`src/rtl/gamepad_scanner.sv`:
```
// 8x2 button matrix scanner: row-multiplexed sampling, per-frame debounce (GAMEPAD_DEBOUNCE_EN)
// and a sticky change report on a valid/ready handshake that only clears on transfer.
module gamepad_scanner #(
  parameter int SETTLE_CYCLES  = 15,
  parameter int DEBOUNCE_SCANS = 4
) (
  input  logic        clk,
  input  logic        rst,
  input  logic        scan_en,
  output logic [2:0]  row_sel,
  output logic        dec_enable,
  input  logic [1:0]  col_in,
  output logic [15:0] btn_state,
  output logic        chg_valid,
  input  logic        chg_ready,
  output logic [15:0] chg_mask,
  output logic        busy
);

  localparam logic [2:0] ST_IDLE   = 3'd0;
  localparam logic [2:0] ST_DRIVE  = 3'd1;
  localparam logic [2:0] ST_SAMPLE = 3'd2;
  localparam logic [2:0] ST_NEXT   = 3'd3;
  localparam logic [2:0] ST_FRAME  = 3'd4;

  localparam logic [7:0] SETTLE_LAST = 8'(SETTLE_CYCLES - 1);

  if (SETTLE_CYCLES < 1 || SETTLE_CYCLES > 255 ||
      DEBOUNCE_SCANS < 1 || DEBOUNCE_SCANS > 15) begin : g_bad_cfg
    $error("gamepad_scanner: SETTLE_CYCLES or DEBOUNCE_SCANS out of range");
  end

  logic [2:0]  state_q, state_d;
  logic [2:0]  row_q, row_d;
  logic [7:0]  cnt_q, cnt_d;
  logic [15:0] frame_q, frame_d;
  logic [1:0]  sync1_q, sync1_d;
  logic [1:0]  sync2_q, sync2_d;
  logic [15:0] btn_q, btn_d;
  logic [15:0] mask_q, mask_d;
  logic        vld_q, vld_d;
  logic        load;
  logic        xfer;
  logic [15:0] diff;

`ifdef GAMEPAD_DEBOUNCE_EN
  localparam logic [3:0] DEB = 4'(DEBOUNCE_SCANS);
  logic [15:0] last_q, last_d;
  logic [3:0]  match_q, match_d;
`endif

  always_comb begin
    state_d = state_q;
    row_d   = row_q;
    cnt_d   = cnt_q;
    frame_d = frame_q;
    btn_d   = btn_q;
    sync1_d = col_in;
    sync2_d = sync1_q;
    load    = 1'b0;
`ifdef GAMEPAD_DEBOUNCE_EN
    last_d  = last_q;
    match_d = match_q;
`endif
    case (state_q)
      ST_IDLE: begin
        if (scan_en) begin
          state_d = ST_DRIVE;
          row_d   = 3'd0;
          cnt_d   = 8'd0;
        end
      end
      ST_DRIVE: begin
        if (cnt_q == SETTLE_LAST) state_d = ST_SAMPLE;
        else                      cnt_d   = cnt_q + 8'd1;
      end
      ST_SAMPLE: begin
        frame_d[{row_q, 1'b0} +: 2] = sync2_q;
        state_d = ST_NEXT;
      end
      ST_NEXT: begin
        cnt_d = 8'd0;
        if (row_q == 3'd7) begin
          state_d = ST_FRAME;
        end else begin
          row_d   = row_q + 3'd1;
          state_d = ST_DRIVE;
        end
      end
      ST_FRAME: begin
`ifdef GAMEPAD_DEBOUNCE_EN
        // Run length saturates so a stable frame never re-triggers the count.
        if (frame_q == last_q) begin
          if (match_q < DEB) match_d = match_q + 4'd1;
        end else begin
          match_d = 4'd1;
          last_d  = frame_q;
        end
        load = (match_d == DEB);
`else
        load = 1'b1;
`endif
        row_d   = 3'd0;
        cnt_d   = 8'd0;
        state_d = scan_en ? ST_DRIVE : ST_IDLE;
      end
      default: state_d = ST_IDLE;
    endcase
    if (load) btn_d = frame_q;
  end

  // A diff landing on the transfer cycle starts the next report instead of being lost.
  always_comb begin
    diff   = btn_d ^ btn_q;
    xfer   = vld_q & chg_ready;
    mask_d = (xfer ? 16'h0000 : mask_q) | diff;
    vld_d  = (vld_q & ~xfer) | (|diff);
  end

  always_ff @(posedge clk) begin
    if (rst) begin
      state_q <= ST_IDLE;
      row_q   <= 3'd0;
      cnt_q   <= 8'd0;
      frame_q <= 16'h0000;
      sync1_q <= 2'b00;
      sync2_q <= 2'b00;
      btn_q   <= 16'h0000;
      mask_q  <= 16'h0000;
      vld_q   <= 1'b0;
`ifdef GAMEPAD_DEBOUNCE_EN
      last_q  <= 16'h0000;
      match_q <= 4'd0;
`endif
    end else begin
      state_q <= state_d;
      row_q   <= row_d;
      cnt_q   <= cnt_d;
      frame_q <= frame_d;
      sync1_q <= sync1_d;
      sync2_q <= sync2_d;
      btn_q   <= btn_d;
      mask_q  <= mask_d;
      vld_q   <= vld_d;
`ifdef GAMEPAD_DEBOUNCE_EN
      last_q  <= last_d;
      match_q <= match_d;
`endif
    end
  end

  assign row_sel    = row_q;
  assign dec_enable = (state_q == ST_DRIVE);
  assign busy       = (state_q != ST_IDLE);
  assign btn_state  = btn_q;
  assign chg_mask   = mask_q;
  assign chg_valid  = vld_q;

endmodule

```
`config.mk`:
```
export PLATFORM = sky130hd
export DESIGN_NAME = gamepad_scanner
export DESIGN_NICKNAME = d
export VERILOG_FILES = /design/src/rtl/gamepad_scanner.sv
export SDC_FILE = /design/constraint.sdc
export NUM_CORES = 1
export LEC_CHECK = 0
export ABC_AREA = 1
export CELL_PAD_IN_SITES_DETAIL_PLACEMENT = 1
export CELL_PAD_IN_SITES_GLOBAL_PLACEMENT = 2
export CORE_MARGIN = 2
export CORE_UTILIZATION = 30
export CTS_CLUSTER_DIAMETER = 60
export DETAILED_ROUTE_END_ITERATION = 16
export GPL_TIMING_DRIVEN = 0
export PLACE_DENSITY_LB_ADDON = 0.08
export SLEW_MARGIN = 40
export SYNTH_ARGS = -nofsm -noshare
export SYNTH_HDL_FRONTEND = slang
export SYNTH_SLANG_ARGS = --single-unit
```
`constraint.sdc`:
```
create_clock -name clk -period 2.3 [get_ports clk]
set_input_delay 0.23 -clock clk [delete_from_list [all_inputs] [get_ports clk]]
set_output_delay 0.23 -clock clk [all_outputs]
set_load 0.02 [all_outputs]
```
* Yosys cells after proc, flatten, opt, wreduce, memory -nomap -nowiden
Cells that the tools add are included.
Storage, ports and cells: bits in registers 67, output and inout bits 38
Operators by class: add/sub/neg operators 3, eq/ne operators 10, shift-type cells 2, muxes and demuxes 15, bitwise gates (word level) 6, reduce and logical (&&, ||, !) cells 9
Operator list (count):
- two-way mux 16 bit | 2
- one-hot mux 8 bit (3 select lines) | 1
- bitwise mux 16 bit | 1
- two-way mux 8 bit | 2
- OR 16 bit | 1
- OR reduction 16 bit | 1
- variable shift 2 x 6 -> 16 bit, first input constant | 1
- indexed part select 2 x 6 -> 16 bit | 1
- bitwise XOR 16 bit | 1
- two-way mux 3 bit | 5
- one-hot mux 3 bit (5 select lines) | 1
- one-hot mux 3 bit (3 select lines) | 1
- nonzero test 3 bit | 3
- adder 8 x 1 -> 8 bit, second input constant | 1
- equality test 8 x 4 -> 1 bit, second input constant | 1
- equality test 3 x 2 -> 1 bit, second input constant | 2
- equality test 3 bit, second input constant | 2
- inequality test 2 bit, second input constant | 3
- negator 4 -> 6 bit | 1
- AND reduction 3 bit | 2
- adder 3 x 1 -> 3 bit, second input constant | 1
- equality test 3 x 1 -> 1 bit, second input constant | 1
- zero test 3 bit | 1
- bitwise AND 1 bit | 2
- 6 further kinds | 7

* Longest topological paths before layout
Gate-level depths: netlist (run 1).
word-level depth 6, depth in mapped cells 9, depth with buffers taken out 9

* Least setup slack after synthesis (run 1)
No wires, ideal clock.
path type register to register, from register row_q[0] (netlist: row_sel[0]), to register frame_q[12], setup time 0.070 ns, arrival 1.716 ns, setup slack 0.514 ns, stages on the path, launching flop included 9, path buffers 0, path through dfxtp_1 > inv_1 > ha_1 > ha_1 > nor2_1 > nand2_1 > nor3_4 > o21ai_0 > a21oi_1
On the way: word-level cells in the longest chain between the ends 3, elaborated cells on any way between the ends 4
Ends and longest elaborated chain:
- start: declaration | RTL line 34 | logic [2:0] row_q, row_d;
- start signal: assignment | RTL line 137 | row_q <= row_d;
- negator 4 -> 6 bit * | RTL line 78 | frame_d[{row_q, 1'b0} +: 2] = sync2_q;
- indexed part select 2 x 6 -> 16 bit or variable shift 2 x 6 -> 16 bit (tied branches) | RTL line 78
- bitwise mux 16 bit * | RTL line 78
- end signal: assignment | RTL line 139 | frame_q <= frame_d;
- end: declaration | RTL line 36 | logic [15:0] frame_q, frame_d;
Every way passes the cells marked *; elsewhere a longest branch is shown, timed or not. A chain may end at the register's enable or synchronous reset.

* Worst setup path in the final report (run 1)
from register state_q[0], to output port busy
On the way: word-level cells in the longest chain between the ends 1
Ends and longest elaborated chain:
- start: declaration | RTL line 33 | logic [2:0] state_q, state_d;
- start signal: assignment | RTL line 136 | state_q <= state_d;
- nonzero test 3 bit | RTL line 154 | assign busy = (state_q != ST_IDLE);
- end: declaration | RTL line 17 | output logic busy
Every way passes these cells.

==> flow_summary.yaml, run 1 <==
synth:
  synth_warnings: 0
  syn-instance-count: 434
  synth_nets: 446
  ys_seq_area_frac: 0.4170
  syn_area_um2: 3217
  syn_area_per_cell_um2: 7.412
  ys_types: 32
  ys_seq_elements: 67
timing:
  finalSetupViolations: 0
  hold_viol: 0
  tns_ps: 0
  finalMaxSlewViolations: 0
  rsz0062_at_grt: "false"
  min_period_ps: 2121
  max_freq_mhz: 471.4
  maxSlewHeadroom: 0.5696
  worstMarginPinSlew_ps: 645.6
  finalCritPeriodShare: 0.9224
  finalClockSkew_ps: 9.295
placed_design:
  gp_congestion: 0.7440
  postPlaceCellArea_um2: 3817
  io_buffers: 43
  place_hpwl_um: 7187
die:
  die_w_um: 107.6
  core_um2: 10370
  ioPinCount: 44
  start_util: 0.3102
  dieArea_um2: 11570
  rows: 37
  die_h_um: 107.6
cells_and_area:
  fillCellCount: 1341
  multiInputGateArea_um2: 1473
  regArea_um2: 1341
  area_delta_synth_final_pct: 24.04
  final_area_um2: 3990
  nets: 500
  antenna_cells: 0
  drive_above_1_share: 0.07505
clock_network:
  cts_resized: 0
  cts_tree: "built"
  cts_root_buf: "clkbuf_8"
  clkTransAtPathRegs_ps: 70
  clk_path_buf_depth: 2
  cts_sinks: 67
  clk_latency_ps: 360
  cts_buffers: 9
  ctsHoldBuffers: 0
  cts_setup_buffers: 0
  cts_max_level: 3
grt:
  met3_usage: 0.02603
  busiest_layer: "met2"
  met1_usage: 0.2206
  antenna_found_initial: 0
  grt_pass1_wl_um: 15790
  grt_pass1_vias: 3125
  met2_usage: 0.3068
  grt_usage: 0.1779
  grt_max_degree: 11
  overflow: 0
worst_hold_path:
  hold_class: "in -> reg"
  worst_hold_path.num_cells: 3
  hold_start: "col_in[1]"
  hold_end: "sync1_q[1]"
pwr:
  netSwitchingPower_mw: 0.7149
  power.total_mw: 2.458
  powerDensity_nw_per_um2: 616.1
  p_int_mw: 1.743
  clkPwrFrac: 0.372
  switching_share: 0.2908
  pwr-share-comb: 0.140
  p_leak_nw: 1.651
  ir_drop_mv: 0.2818
  power_frac_seq: 0.488
setup_path:
  crit_start: "state_q[0]"
  r2r_cells: 7
  crit_fanout: 10
  regToRegStartpoint: "row_sel[0]"
  reg2reg_to: "frame_q[6]"
  critPathKind: "reg -> out"
  cp.arrival_ps: 1890
  r2r_setup_slack_ps: 320
  required_ps: 2070
  critPathLaunchType: "flop"
  critPathCaptureType: "output port"
detailed_routing:
  firstDrtPassIters: 4
  ant_nets: 0
  drc_errors: 0
  wl_per_cell_um: 14.92
  drtIter0Drc: 50
  drt-total-wl_um: 9386
  viasPerCell: 4.733
  vias: 2977
status:
  status: "completed"
run:
  max_cap_violations: 0
per-layer routing:
metal | wire length (µm) | share of wire
met5 | 0 | 0
met4 | 156 | 0.017
met3 | 215 | 0.023
met2 | 4550 | 0.48
met1 | 4464 | 0.48
layout make-up:
type,count,share of cell area
Clock buffer,14,0.04077
Sequential cell,67,0.3362
Multi-Input combinational cell,269,0.3691
Inverter,80,0.07526
Buffer,18,0.02571
Timing Repair Buffer,43,0.1079
Clock inverter,2,0.002509
Tap cell,136,0.04265
cell usage after synthesis:
cell      number  share of area
a211oi_1      16          0.037
a21oi_1       43          0.067
a22oi_1        2         0.0047
buf_1          1         0.0012
buf_2          4         0.0062
buf_6          4          0.014
clkbuf_1       9          0.011
clkinv_1       1         0.0012
dfxtp_1       67           0.42
ha_1           6          0.023
inv_1         76          0.089
inv_2          3         0.0035
nand2_1       56          0.065
nand2_2        2         0.0039
nand3_1        8          0.012
nand3_4        1         0.0054
nand3b_4       1         0.0062
nand4_1       34          0.066
nor2_1        48          0.056
nor2_2         3         0.0058
nor2_4         1         0.0035
nor3_1         4         0.0062
nor3_4         3          0.015
o211ai_1       1         0.0023
o211ai_2       1         0.0039
o21a_1         1         0.0023
o21ai_0       17          0.026
o21ai_1        1         0.0016
or2_1         14          0.027
or2_2          1         0.0019
xnor2_1        3         0.0082
xor2_1         2         0.0054
worst max-delay path by stage:
stage | end | slack, ps | depth (start not counted)
2_1_floorplan | frame_q[12] | 510 | 8
3_3_place_gp | frame_q[6] | 270 | 7
3_5_place_dp | frame_q[6] | 300 | 7
4_1_cts | busy | 160 | 4
5_1_grt | busy | 80 | 4
6_report | busy | 180 | 4
cell usage in the layout, fill, tap and decap left out:
master and count:
a22oi_1 2, buf_2 4, inv_2 3, nor2_2 3, nand2_1 56, dfxtp_1 67
a211oi_1 16, clkbuf_1 12, a21oi_1 43, clkdlybuf4s50_1 43, nand4_1 34, o211ai_1 1
buf_1 1, o21ai_1 1, buf_6 4, nor3_4 3, o21ai_0 17, nor2_4 1
nand3b_4 1, o211ai_2 1, o21a_1 1, or2_1 14, clkinv_1 1, clkbuf_8 11
nand3_1 8, xnor2_1 3, xor2_1 2, inv_1 76, nand2_2 2, nor2_1 48
nand3_4 1, ha_1 6, nor3_1 4, or2_2 1, clkinv_2 2
worst max-delay path, stage by stage (launching register included):
cell,delay [ps]
dfxtp_1,370
nor2_4,300
buf_6,220
nand2_1,100
clkdlybuf4s50_1,550
kinds of logic (layout without fill, tap and decap cells):
group	Yosys count	count (layout)	synth area share
AND/OR/NAND/NOR	176	176	0.2754
buffers and inverters	98	157	0.1252
AO/OA/AOI/OAI	82	82	0.1455
flip-flops	67	67	0.4170
adder cells (fa/ha/maj)	6	6	0.02334
XOR/XNOR	5	5	0.01362
through the flow:
step,utilization,instances,hold slack [ps],setup slack (ps)
final,0.3848,629,395.4,178.6
after global routing,0.3848,629,397.8,75.54
after CTS,0.3848,629,383.7,160.6
after detailed placement,0.3681,613,403.9,297.9
after global placement,0.3681,613,389.6,267.0
after floorplan,-,434,337.0,513.7
state kept, by name, summed over array words and instances, names as in the netlist:
register / count
btn_state: 16
sync1_q: 2
row_sel: 3
chg_mask: 16
chg_valid: 1
state_q: 3
sync2_q: 2
frame_q: 16
cnt_q: 8
power by group through the flow:
stage               registers, mW  clock network, mW  logic [mW]
floorplan                    1.22                  0       0.235
global placement             1.23                  0       0.350
detailed placement           1.23                  0       0.352
CTS                          1.20              0.943       0.354
global route                 1.20              0.988       0.393
finish                       1.20              0.913       0.344
(Power assumes the default switching activity.)
==> run 2: changes to the inputs <==
- SLEW_MARGIN: 40 -> 10
==> results of run 2 <==
Final layout, timing and power as in run 1 (identical DEF).
==> patch: new RTL, flow settings as in run 2 <==
Add a define of `GAMEPAD_DEBOUNCE_EN`.
--- a/src/rtl/gamepad_scanner.sv
+++ b/src/rtl/gamepad_scanner.sv
@@ -1,4 +1,6 @@
 // 8x2 button matrix scanner: row-multiplexed sampling, per-frame debounce (GAMEPAD_DEBOUNCE_EN)
 // and a sticky change report on a valid/ready handshake that only clears on transfer.
+`define GAMEPAD_DEBOUNCE_EN
+
 module gamepad_scanner #(
   parameter int SETTLE_CYCLES  = 15,
Behaviour: same outputs for any inputs over 10 cycles, from zero or initial values and one cycle with rst high; that may be too few to reach the edited logic, so the function may still have changed.
==> patch against run 2 <==
Total power rose by 49%; clock skew is essentially flat; cell area up 30%; clock power increased by 66%; sequential cell count increased by 20; synthesized area grew 30%; worst setup slack lost 76 ps; wire length rose by 38%; critical path type is now register to register.
==> patch: results <==
set metrics [dict create \
    path_delay_family "simple AND/OR/NAND/NOR gates" \
    min_to "sync1_q[0]$_SDFF_PP0_" \
    synth_seq_area_share 0.418 \
    clock_area_frac 0.0577 \
    synth-xor-area-share 0.0147 \
    post-place-ws_ps -147 \
    wl_met3_um 389 \
    root_buffer "clkbuf_16" \
    final_nets 662 \
    peakVddDrop_uv 403 \
    ys_top_cells_by_count "nand2_1, inv_1, dfxtp_1, a21oi_1, nor2_1" \
    placedCellCount 815 \
    synthCells 592 \
    htreeDepth 3 \
    worstRegToRegCells 15 \
    multi_input_gates 397 \
    num_vias 3957 \
    arrival_ps 2490 \
    fill_cells 1756 \
    synth_cell_type_count 40 \
    synth-compound-area-share 0.166 \
    multi_input_area_share 0.395 \
    sh_seq_area 0.337 \
    slowest_stage "dfxtp_1" \
    grt_max_degree 14 \
    grt_util_met3 0.0356 \
    worstMarginPinSlew_ps 996 \
    skew_ps 9.28 \
    buffer_area_frac 0.101 \
    dr.first_iter.drc_count 113 \
    inverters_excl_clock 91 \
    grt_pass1_wl_um 21000 \
    met1_usage 0.232 \
    min-delay-start "col_in[0]" \
    met1_length_um 6060 \
    grt_pass1_vias 4110 \
    via_per_inst 4.77 \
    synthesis.nets 608 \
    drive_gt1_frac 0.0800 \
    non_clock_buffer_count 60 \
    antenna_found_initial 0 \
    min_path_cells 3 \
    nClkBuffers 12 \
    status "finished clean" \
    synth_adder_area_share 0.0300 \
    period_needed_ps 2200 \
    r2r-start "frame_q[4]$_SDFFE_PP0P_" \
    cp-endpoint "chg_valid$_SDFF_PP0_" \
]
[patch: power by group]
group	total, mW	switching [mW]	internal [mW]
registers	1.59	0.0443	1.55
clock network	1.52	0.623	0.894
logic	0.561	0.379	0.182
[patch: stage by stage]
step / area, um2 / power [mW] / hold slack, ps
3_3_place_gp: 4820 / 2.15 / 396
2_1_floorplan: 4170 / 1.98 / 337
5_1_grt: 5180 / 3.88 / 402
6_report: 5180 / 3.67 / 402
3_5_place_dp: 4820 / 2.16 / 397
4_1_cts: 5150 / 3.72 / 387
[patch: cells by family after synthesis]
logic type | after synthesis
buffers and inverters | 108
flip-flops | 87
AO/OA/AOI/OAI | 125
XOR/XNOR | 7
adder cells (fa/ha/maj) | 10
AND/OR/NAND/NOR | 255
[patch: tightest hold or removal path: stages]
cell and delay (ps):
clkdlybuf4s50_1 390, inv_1 50, nor2_1 30
[patch: repair_timing]
action / 4_1_cts / 5_1_grt
pin swaps: 0 / 1
gates cloned: 0 / 0
setup endpoints to repair: 24 / 31
resized for setup: 10 / 12
